$ cat src/rtl/rst_seq.sv
// rst_seq: PLL-lock reset sequencer with staggered per-channel release.
// Optional RST_SEQ_LOCK_FILT_EN: ignore lock drops shorter than 4 cycles in RUN.
module rst_seq #(
    parameter int N_CH        = 4,
    parameter int HOLD_CYC    = 16,
    parameter int STAGGER_CYC = 4,
    parameter int SW_RST_CYC  = 8
) (
    input  logic            clk,
    input  logic            rst_n,
    input  logic            pll_locked,
    input  logic            sw_rst,
    output logic [N_CH-1:0] rst_out,
    output logic            ready,
    output logic            lock_lost
);

    localparam int MAX_HS = (HOLD_CYC > STAGGER_CYC) ? HOLD_CYC : STAGGER_CYC;
    localparam int MAXC   = (MAX_HS > SW_RST_CYC) ? MAX_HS : SW_RST_CYC;
    localparam int CW     = $clog2(MAXC) + 1;
    localparam int IW     = $clog2(N_CH) + 1;

    localparam logic [CW-1:0] HOLD_END = CW'(HOLD_CYC - 1);
    localparam logic [CW-1:0] STAG_END = CW'(STAGGER_CYC - 1);
    localparam logic [CW-1:0] SW_END   = CW'(SW_RST_CYC - 1);
    localparam logic [IW-1:0] IDX_LAST = IW'(N_CH - 1);

    typedef enum logic [2:0] {
        WAIT_LOCK,
        HOLD,
        RELEASE,
        RUN,
        SWRST
    } state_e;

    state_e          state_q, state_d;
    logic [CW-1:0]   cnt_q, cnt_d;
    logic [IW-1:0]   idx_q, idx_d;
    logic [1:0]      sync_q;
    logic [N_CH-1:0] rst_out_q, rst_out_d;
    logic            ready_q, ready_d;
    logic            lost_q, lost_d;
    logic            lk_s;
    logic            lose_run;

    assign lk_s = sync_q[1];

`ifdef RST_SEQ_LOCK_FILT_EN
    logic [1:0] zcnt_q, zcnt_d;

    // Consecutive low samples of lk_s seen while in RUN, saturating at 3.
    always_comb begin
        zcnt_d = '0;
        if (state_q == RUN && !lk_s)
            zcnt_d = (zcnt_q == 2'd3) ? zcnt_q : zcnt_q + 2'd1;
    end

    always_ff @(posedge clk) begin
        if (!rst_n) zcnt_q <= '0;
        else        zcnt_q <= zcnt_d;
    end

    assign lose_run = !lk_s && (zcnt_q == 2'd3);
`else
    assign lose_run = !lk_s;
`endif

    always_ff @(posedge clk) begin
        if (!rst_n) begin
            state_q   <= WAIT_LOCK;
            cnt_q     <= '0;
            idx_q     <= '0;
            sync_q    <= '0;
            rst_out_q <= '1;
            ready_q   <= 1'b0;
            lost_q    <= 1'b0;
        end else begin
            state_q   <= state_d;
            cnt_q     <= cnt_d;
            idx_q     <= idx_d;
            sync_q    <= {sync_q[0], pll_locked};
            rst_out_q <= rst_out_d;
            ready_q   <= ready_d;
            lost_q    <= lost_d;
        end
    end

    always_comb begin
        state_d = state_q;
        cnt_d   = cnt_q;
        idx_d   = idx_q;
        if (sw_rst && state_q != SWRST) begin
            state_d = SWRST;
            cnt_d   = '0;
        end else begin
            unique case (state_q)
                WAIT_LOCK: begin
                    cnt_d = '0;
                    if (lk_s) state_d = HOLD;
                end
                HOLD: begin
                    if (!lk_s) begin
                        state_d = WAIT_LOCK;
                        cnt_d   = '0;
                    end else if (cnt_q == HOLD_END) begin
                        state_d = (N_CH == 1) ? RUN : RELEASE;
                        cnt_d   = '0;
                        idx_d   = IW'(1);
                    end else begin
                        cnt_d = cnt_q + CW'(1);
                    end
                end
                RELEASE: begin
                    if (!lk_s) begin
                        state_d = WAIT_LOCK;
                        cnt_d   = '0;
                    end else if (cnt_q == STAG_END) begin
                        cnt_d = '0;
                        idx_d = idx_q + IW'(1);
                        if (idx_q == IDX_LAST) state_d = RUN;
                    end else begin
                        cnt_d = cnt_q + CW'(1);
                    end
                end
                RUN: begin
                    if (lose_run) state_d = WAIT_LOCK;
                end
                SWRST: begin
                    if (cnt_q != SW_END) begin
                        cnt_d = cnt_q + CW'(1);
                    end else if (!sw_rst) begin
                        state_d = lk_s ? HOLD : WAIT_LOCK;
                        cnt_d   = '0;
                    end
                end
                default: begin
                    state_d = WAIT_LOCK;
                    cnt_d   = '0;
                end
            endcase
        end
    end

    // Channels below idx are released; releases stay monotone by construction.
    always_comb begin
        rst_out_d = '1;
        for (int i = 0; i < N_CH; i++) begin
            if (state_d == RUN)
                rst_out_d[i] = 1'b0;
            else if (state_d == RELEASE && i < int'(idx_d))
                rst_out_d[i] = 1'b0;
        end
        ready_d = (state_d == RUN);
        lost_d  = lost_q | (state_q == RUN && state_d == WAIT_LOCK);
    end

    assign rst_out   = rst_out_q;
    assign ready     = ready_q;
    assign lock_lost = lost_q;

endmodule

$ cat config.mk
export PLATFORM = sky130hd
export DESIGN_NAME = rst_seq
export DESIGN_NICKNAME = d
export VERILOG_FILES = /design/src/rtl/rst_seq.sv
export SDC_FILE = /design/constraint.sdc
export NUM_CORES = 1
export LEC_CHECK = 0
export CORE_MARGIN = 5
export CORE_UTILIZATION = 45
export CTS_CLUSTER_DIAMETER = 30
export CTS_CLUSTER_SIZE = 28
export DETAILED_ROUTE_END_ITERATION = 10
export GPL_ROUTABILITY_DRIVEN = 0
export GPL_TIMING_DRIVEN = 0
export PLACE_DENSITY = 0.66
export SYNTH_ARGS = -nofsm -noshare
export SYNTH_HDL_FRONTEND = slang
export SYNTH_SLANG_ARGS = --single-unit
$ cat constraint.sdc
create_clock -name clk -period 3.4 [get_ports clk]
set_clock_uncertainty 0.1 [all_clocks]
set_input_delay 0.68 -clock clk [delete_from_list [all_inputs] [get_ports clk]]
set_output_delay 0.68 -clock clk [all_outputs]
set_load 0.1 [all_outputs]
## Yosys cells after proc, flatten, opt, wreduce, memory -nomap -nowiden

Cells that the tools add are included.
Widths: inputs -> output; s select.

- Mux-type cells: 33
- Magnitude comparators: 4
- Reductions and logical operators: 10
- Bitwise operators: 3
- Add/sub/neg operators: 2
- Equality and inequality tests: 12

Operators with widths:

| cell | number |
|---|---|
| $mux 3 | 15 |
| $mux 5 | 6 |
| $pmux 5 s4 | 1 |
| $eq 3x2->1 const B | 5 |
| $pmux 3 s5 | 1 |
| $mux 1 | 9 |
| $logic_and 1x1->1 | 6 |
| $logic_not 3->1 | 2 |
| $lt 1x3->1 const A | 2 |
| $lt 2x3->1 const A | 2 |
| $ne 3x3->1 const B | 2 |
| $pmux 3 s2 | 1 |
| $add 5x1->5 const B | 1 |
| $eq 5x2->1 const B | 1 |
| $eq 5x4->1 const B | 1 |
| $ne 5x3->1 const B | 1 |
| $add 3x1->3 const B | 1 |
| $eq 3x1->1 const B | 1 |
| $eq 3x3->1 const B | 1 |
| $not 1->1 | 2 |
| $reduce_and 2->1 | 1 |
| $reduce_or 2->1 | 1 |
| $or 1x1->1 | 1 |

- Flip-flop bits (word level): 19
- Output and inout port bits: 6

## Logic depth before layout (Yosys ltp)

- Word-level depth: 10
- Mapped depth: 9

## Least setup slack after synthesis

OpenSTA, ideal clock, no wires.

- Path kind: input to register
- From: in sw_rst
- To: reg rst_out_q[2], in the netlist rst_out[2]
- Arrival: 2037 ps
- Stages: 5
- Library setup time: 85 ps
- Setup slack: 1178 ps
- Cells stage by stage: or3b_2 -> or3_4 -> a22o_1 -> nor2b_4 -> o31ai_2

- Longest elaborated chain between the ends: 8

RTL lines:

| item | line | RTL |
|---|---|---|
| start: declaration | 12 | `input logic sw_rst,` |
| $mux 3 | 131 | `end else if (!sw_rst) begin` |
| $mux 3 | 129 | `if (cnt_q != SW_END) begin` |
| $pmux 3 s5 | 96 | `unique case (state_q)` |
| $mux 3 | 92 | `if (sw_rst && state_q != SWRST) begin` |
| $eq 3x2->1 | 150 | `else if (state_d == RELEASE && i < int'(idx_d))` |
| $logic_and 1x1->1 | 150 |  |
| $mux 1 | 150 |  |
| $mux 1 (*) | 148 | `if (state_d == RUN)` |
| end signal: assignment | 82 | `rst_out_q <= rst_out_d;` |
| end: declaration | 40 | `logic [N_CH-1:0] rst_out_q, rst_out_d;` |

Mark *: on every way between the ends. The rest lies on a longest branch, timed or not.
A chain may end at the register's enable or synchronous reset.

## Worst setup path in the final report

Same ends and word-level chain as after synthesis.

==> impl_metrics.prom <==
# TYPE chip_impl_metric gauge
chip_impl_info{name="outcome",value="complete, no violations"} 1
chip_impl_metric{name="setup-tns-final",unit="ns"} 0
chip_impl_metric{name="placedInstanceArea",unit="um2"} 1100
chip_impl_metric{name="worst-endpoint-arrival",unit="ns"} 2.74
chip_impl_metric{name="final_area",unit="um2"} 1130
chip_impl_metric{name="synth_area_per_cell",unit="um2"} 8.91
chip_impl_metric{name="timing_hold_violations_final",unit=""} 0
chip_impl_metric{name="starting_utilization_of_the_core_area",unit="%"} 48.5
chip_impl_metric{name="die_height",unit="um"} 56.7
chip_impl_metric{name="post-dp-hpwl",unit="um"} 1490
chip_impl_metric{name="grt_start_max_net_pins",unit=""} 12
chip_impl_metric{name="path_buf_inv",unit=""} 1
chip_impl_metric{name="report.final.setup_viol",unit=""} 0
chip_impl_metric{name="drt-total-wl",unit="um"} 2060
chip_impl_metric{name="maxClockFrequency",unit="MHz"} 384
chip_impl_metric{name="clkSinkCount",unit=""} 19
chip_impl_metric{name="crit_required",unit="ns"} 3.53
chip_impl_metric{name="cts_hold_buffers",unit=""} 0
chip_impl_metric{name="total_congestion_overflow",unit=""} 0
chip_impl_metric{name="synth-simple-area-share",unit="%"} 31.7
chip_impl_metric{name="detailedRoute.firstIterationViolations",unit=""} 13
chip_impl_metric{name="drive_gt1_share",unit="%"} 8.94
chip_impl_metric{name="groute.usage.overall",unit="%"} 13.4
chip_impl_info{name="critPathLaunchType",value="input pin"} 1
chip_impl_info{name="cp-startpoint",value="sw_rst"} 1
chip_impl_info{name="crit_path_end",value="rst_out[2]$_SDFF_PN1_"} 1
chip_impl_metric{name="antenna_left",unit=""} 0
chip_impl_metric{name="seq_area_frac_synth",unit="%"} 38.8
chip_impl_metric{name="yosys_register_bits",unit=""} 19
chip_impl_metric{name="route.vias.total",unit=""} 850
chip_impl_info{name="critPathCaptureType",value="register"} 1
chip_impl_info{name="cts_tree",value="done"} 1
chip_impl_metric{name="ioPinCount",unit=""} 10
chip_impl_metric{name="max_fanout_on_critical_path",unit=""} 8
chip_impl_metric{name="synth_cells",unit=""} 110
chip_impl_metric{name="static-leakage-power",unit="nW"} 0.399
chip_impl_metric{name="synth_xor_area_share",unit="%"} 0
chip_impl_info{name="synth_top_family_by_area",value="simple AND/OR/NAND/NOR gates"} 1
chip_impl_metric{name="synth_adder_area_share",unit="%"} 6.39
chip_impl_metric{name="cts.path.max_buffers",unit=""} 2
chip_impl_metric{name="fin_total_pwr",unit="W"} 0.000393
chip_impl_metric{name="cts_setup_buffers",unit=""} 0
chip_impl_metric{name="antenna_found_initial",unit=""} 0
chip_impl_metric{name="grt_pass1_wl",unit="um"} 3420
chip_impl_info{name="min-delay-path-class",value="register to register"} 1
chip_impl_metric{name="slew-limit-headroom",unit="%"} 35.4
chip_impl_metric{name="synth_cell_type_count",unit=""} 38
chip_impl_metric{name="fp.coreArea",unit="um2"} 2020
chip_impl_metric{name="powerDensity",unit="nW/um2"} 347
chip_impl_metric{name="design.final.nets",unit=""} 133
chip_impl_metric{name="area_delta_synth_final",unit="%"} 15.5
chip_impl_metric{name="drt_drc_violations_left",unit=""} 0
chip_impl_metric{name="drt_first_pass_iters",unit=""} 4
chip_impl_metric{name="tightest_slew",unit="ns"} 0.967
chip_impl_metric{name="wl_per_cell",unit="um"} 13.7
chip_impl_metric{name="cts-htree-levels",unit=""} 1
chip_impl_metric{name="fp-row-count",unit=""} 16
chip_impl_metric{name="synth.cell_area",unit="um2"} 980
chip_impl_metric{name="port_buffers",unit=""} 9
chip_impl_info{name="reg2reg_to",value="rst_out[2]$_SDFF_PN1_"} 1
chip_impl_metric{name="maxCapViolCount",unit=""} 0
chip_impl_info{name="cp_top_family",value="simple AND/OR/NAND/NOR gates"} 1
chip_impl_metric{name="timing.critical_path.slowest_cell_delay",unit="ns"} 0.54
chip_impl_metric{name="yosys_warnings",unit=""} 0
chip_impl_metric{name="first_global_vias",unit=""} 747
chip_impl_info{name="cts-root-buf",value="sky130_fd_sc_hd__clkbuf_4"} 1
chip_impl_metric{name="post_cts_resize_count",unit=""} 0
chip_impl_metric{name="vias_per_cell",unit=""} 5.67
chip_impl_metric{name="vdd_ir_drop_max",unit="mV"} 0.213
chip_impl_metric{name="dieArea",unit="um2"} 3210
chip_impl_metric{name="post_synth_mux_area_share",unit="%"} 0
chip_impl_info{name="timing.setup.critical_path_class",value="input pin to register"} 1
chip_impl_metric{name="clock_latency",unit="ns"} 0.31
chip_impl_metric{name="timing.final.max_slew_violations",unit=""} 0
chip_impl_metric{name="clkTransAtPathRegs",unit="ns"} 0.12
chip_impl_info{name="cp_slowest_cell",value="sky130_fd_sc_hd__clkdlybuf4s50_1"} 1
chip_impl_metric{name="register_to_register_path_depth",unit=""} 6
chip_impl_info{name="most-common-layout-cells",value="19 x sky130_fd_sc_hd__dfxtp_1, 9 x sky130_fd_sc_hd__clkdlybuf4s50_1, 8 x sky130_fd_sc_hd__nand2_1"} 1
chip_impl_info{name="layout.cells.most_common",value="sky130_fd_sc_hd__dfxtp_1"} 1
chip_impl_info{name="crit_chain",value="clkdlybuf4s50_1, or3b_2, or3_4, a22o_1, nor2b_4, o31ai_2"} 1
chip_impl_metric{name="clock_period_minus_worst_slack",unit="ns"} 2.61
chip_impl_metric{name="crit_cells",unit=""} 6
chip_impl_metric{name="worst-r2r-setup-slack",unit="ns"} 1.03
chip_impl_metric{name="syn_nets",unit=""} 119
chip_impl_metric{name="antennaDiodeCount",unit=""} 0
chip_impl_info{name="worst_r2r_startpoint",value="cnt_q[0]$_SDFFE_PP0P_"} 1
chip_impl_metric{name="die_w",unit="um"} 56.7
chip_impl_metric{name="final_min_period_over_clock_period",unit="%"} 76.7
chip_impl_metric{name="tritoncts.num_buffers",unit=""} 3
chip_impl_info{name="rsz0062_at_grt",value="false"} 1
chip_impl_metric{name="synth_compound_area_share",unit="%"} 20.4
[synth_stat cells]
library cell | number | area (um2)
sky130_fd_sc_hd__o21a_1 | 1 | 7.51
sky130_fd_sc_hd__nor2b_1 | 5 | 31.3
sky130_fd_sc_hd__o41ai_1 | 1 | 8.76
sky130_fd_sc_hd__a311oi_1 | 1 | 8.76
sky130_fd_sc_hd__a31oi_1 | 2 | 12.5
sky130_fd_sc_hd__or4b_4 | 1 | 13.8
sky130_fd_sc_hd__o211a_1 | 1 | 10.0
sky130_fd_sc_hd__dfxtp_1 | 19 | 380
sky130_fd_sc_hd__o31ai_1 | 1 | 7.51
sky130_fd_sc_hd__o32ai_1 | 1 | 8.76
sky130_fd_sc_hd__nor3b_1 | 1 | 7.51
sky130_fd_sc_hd__a221oi_1 | 1 | 8.76
sky130_fd_sc_hd__o21bai_1 | 1 | 7.51
sky130_fd_sc_hd__nand2_1 | 8 | 30.0
sky130_fd_sc_hd__o31ai_2 | 1 | 12.5
sky130_fd_sc_hd__nor2_1 | 7 | 26.3
sky130_fd_sc_hd__or3b_2 | 2 | 17.5
sky130_fd_sc_hd__a22o_1 | 1 | 8.76
sky130_fd_sc_hd__o221a_2 | 1 | 11.3
sky130_fd_sc_hd__o211ai_1 | 2 | 15.0
sky130_fd_sc_hd__nand3b_1 | 2 | 15.0
sky130_fd_sc_hd__nor2b_4 | 1 | 13.8
sky130_fd_sc_hd__and2_1 | 6 | 37.5
sky130_fd_sc_hd__nand2b_1 | 6 | 37.5
sky130_fd_sc_hd__clkbuf_1 | 3 | 11.3
sky130_fd_sc_hd__ha_1 | 5 | 62.6
sky130_fd_sc_hd__nand3_1 | 4 | 20.0
sky130_fd_sc_hd__inv_1 | 4 | 15.0
sky130_fd_sc_hd__a211oi_1 | 1 | 7.51
sky130_fd_sc_hd__nor3_1 | 3 | 15.0
sky130_fd_sc_hd__o221ai_1 | 1 | 8.76
sky130_fd_sc_hd__a21oi_1 | 7 | 35.0
sky130_fd_sc_hd__nor4b_1 | 2 | 17.5
sky130_fd_sc_hd__or3_1 | 1 | 6.26
sky130_fd_sc_hd__nor4bb_1 | 1 | 10.0
sky130_fd_sc_hd__o21ai_0 | 3 | 15.0
sky130_fd_sc_hd__or3_4 | 1 | 11.3
sky130_fd_sc_hd__o22ai_1 | 1 | 6.26
[power breakdown]
group	internal, W	switching [W]	leakage [nW]	total, W
clock	0.0000439	0.0000753	0.0177	0.000119
combinational	0.0000185	0.0000227	0.227	0.0000412
sequential	0.000228	0.00000429	0.154	0.000232
total	0.000290	0.000102	0.399	0.000392
[sequential cells by signal, summed over array words and instances, names as in the netlist]
| signal | count |
|---|---|
| ready | 1 |
| state_q | 3 |
| lock_lost | 1 |
| cnt_q | 5 |
| idx_q | 3 |
| sync_q | 2 |
| rst_out | 4 |
[cell families after synthesis]
kind of cell               Yosys count
AOI/OAI and AO/OA                   28
adders and majority gates            5
buffers and inverters                7
DFF                                 19
and+or+nand+nor                     51
[worst reg2reg max path: stages, from the launching register on]
cell                      delay (ns)
sky130_fd_sc_hd__dfxtp_1        0.39
sky130_fd_sc_hd__ha_1           0.25
sky130_fd_sc_hd__or4b_4         0.53
sky130_fd_sc_hd__or3_4          0.43
sky130_fd_sc_hd__a22o_1         0.28
sky130_fd_sc_hd__nor2b_4        0.13
sky130_fd_sc_hd__o31ai_2        0.20
[final cells by class]
| cell class | count | area [um2] |
|---|---|---|
| inverters | 4 | 15.0 |
| clock inverters | 1 | 5.00 |
| clock buffers | 3 | 22.5 |
| plain buffers | 3 | 11.3 |
| repair buffers | 9 | 90.1 |
| well taps | 27 | 33.8 |
| fillers | 194 | 891 |
| multi-input cells | 84 | 573 |
| flip-flops and latches | 19 | 380 |
[worst min-delay path by stage]
stage                            to  cells past startpoint            startpoint
3_5_place_dp   sync_q[1]$_SDFF_PN0_                      1  sync_q[0]$_SDFF_PN0_
4_1_cts        sync_q[1]$_SDFF_PN0_                      1  sync_q[0]$_SDFF_PN0_
5_1_grt        sync_q[1]$_SDFF_PN0_                      1  sync_q[0]$_SDFF_PN0_
2_1_floorplan  sync_q[1]$_SDFF_PN0_                      1  sync_q[0]$_SDFF_PN0_
6_report       sync_q[1]$_SDFF_PN0_                      1  sync_q[0]$_SDFF_PN0_
3_3_place_gp   sync_q[1]$_SDFF_PN0_                      1  sync_q[0]$_SDFF_PN0_
[routing by layer]
metal | GRT usage [%] | vias to the layer above | routed length [um]
li1 | - | 430 | -
met1 | 18.1 | 401 | 959
met2 | 20.8 | 17 | 994
met3 | 2.06 | 2 | 79
met4 | 5.76 | 0 | 23
met5 | 0 | - | 0
[metrics by stage]
stage / std cells / util (%) / hold WS (ns) / setup slack [ns]
after floorplan: 110 / - / 0.312 / 1.18
after global placement: 146 / 54.6 / 0.315 / 0.497
after detailed placement: 146 / 54.6 / 0.318 / 0.485
after CTS: 150 / 55.9 / 0.346 / 0.802
after global routing: 150 / 55.9 / 0.359 / 0.721
final: 150 / 55.9 / 0.342 / 0.793
Note: power is estimated with default switching activity, not from simulation.
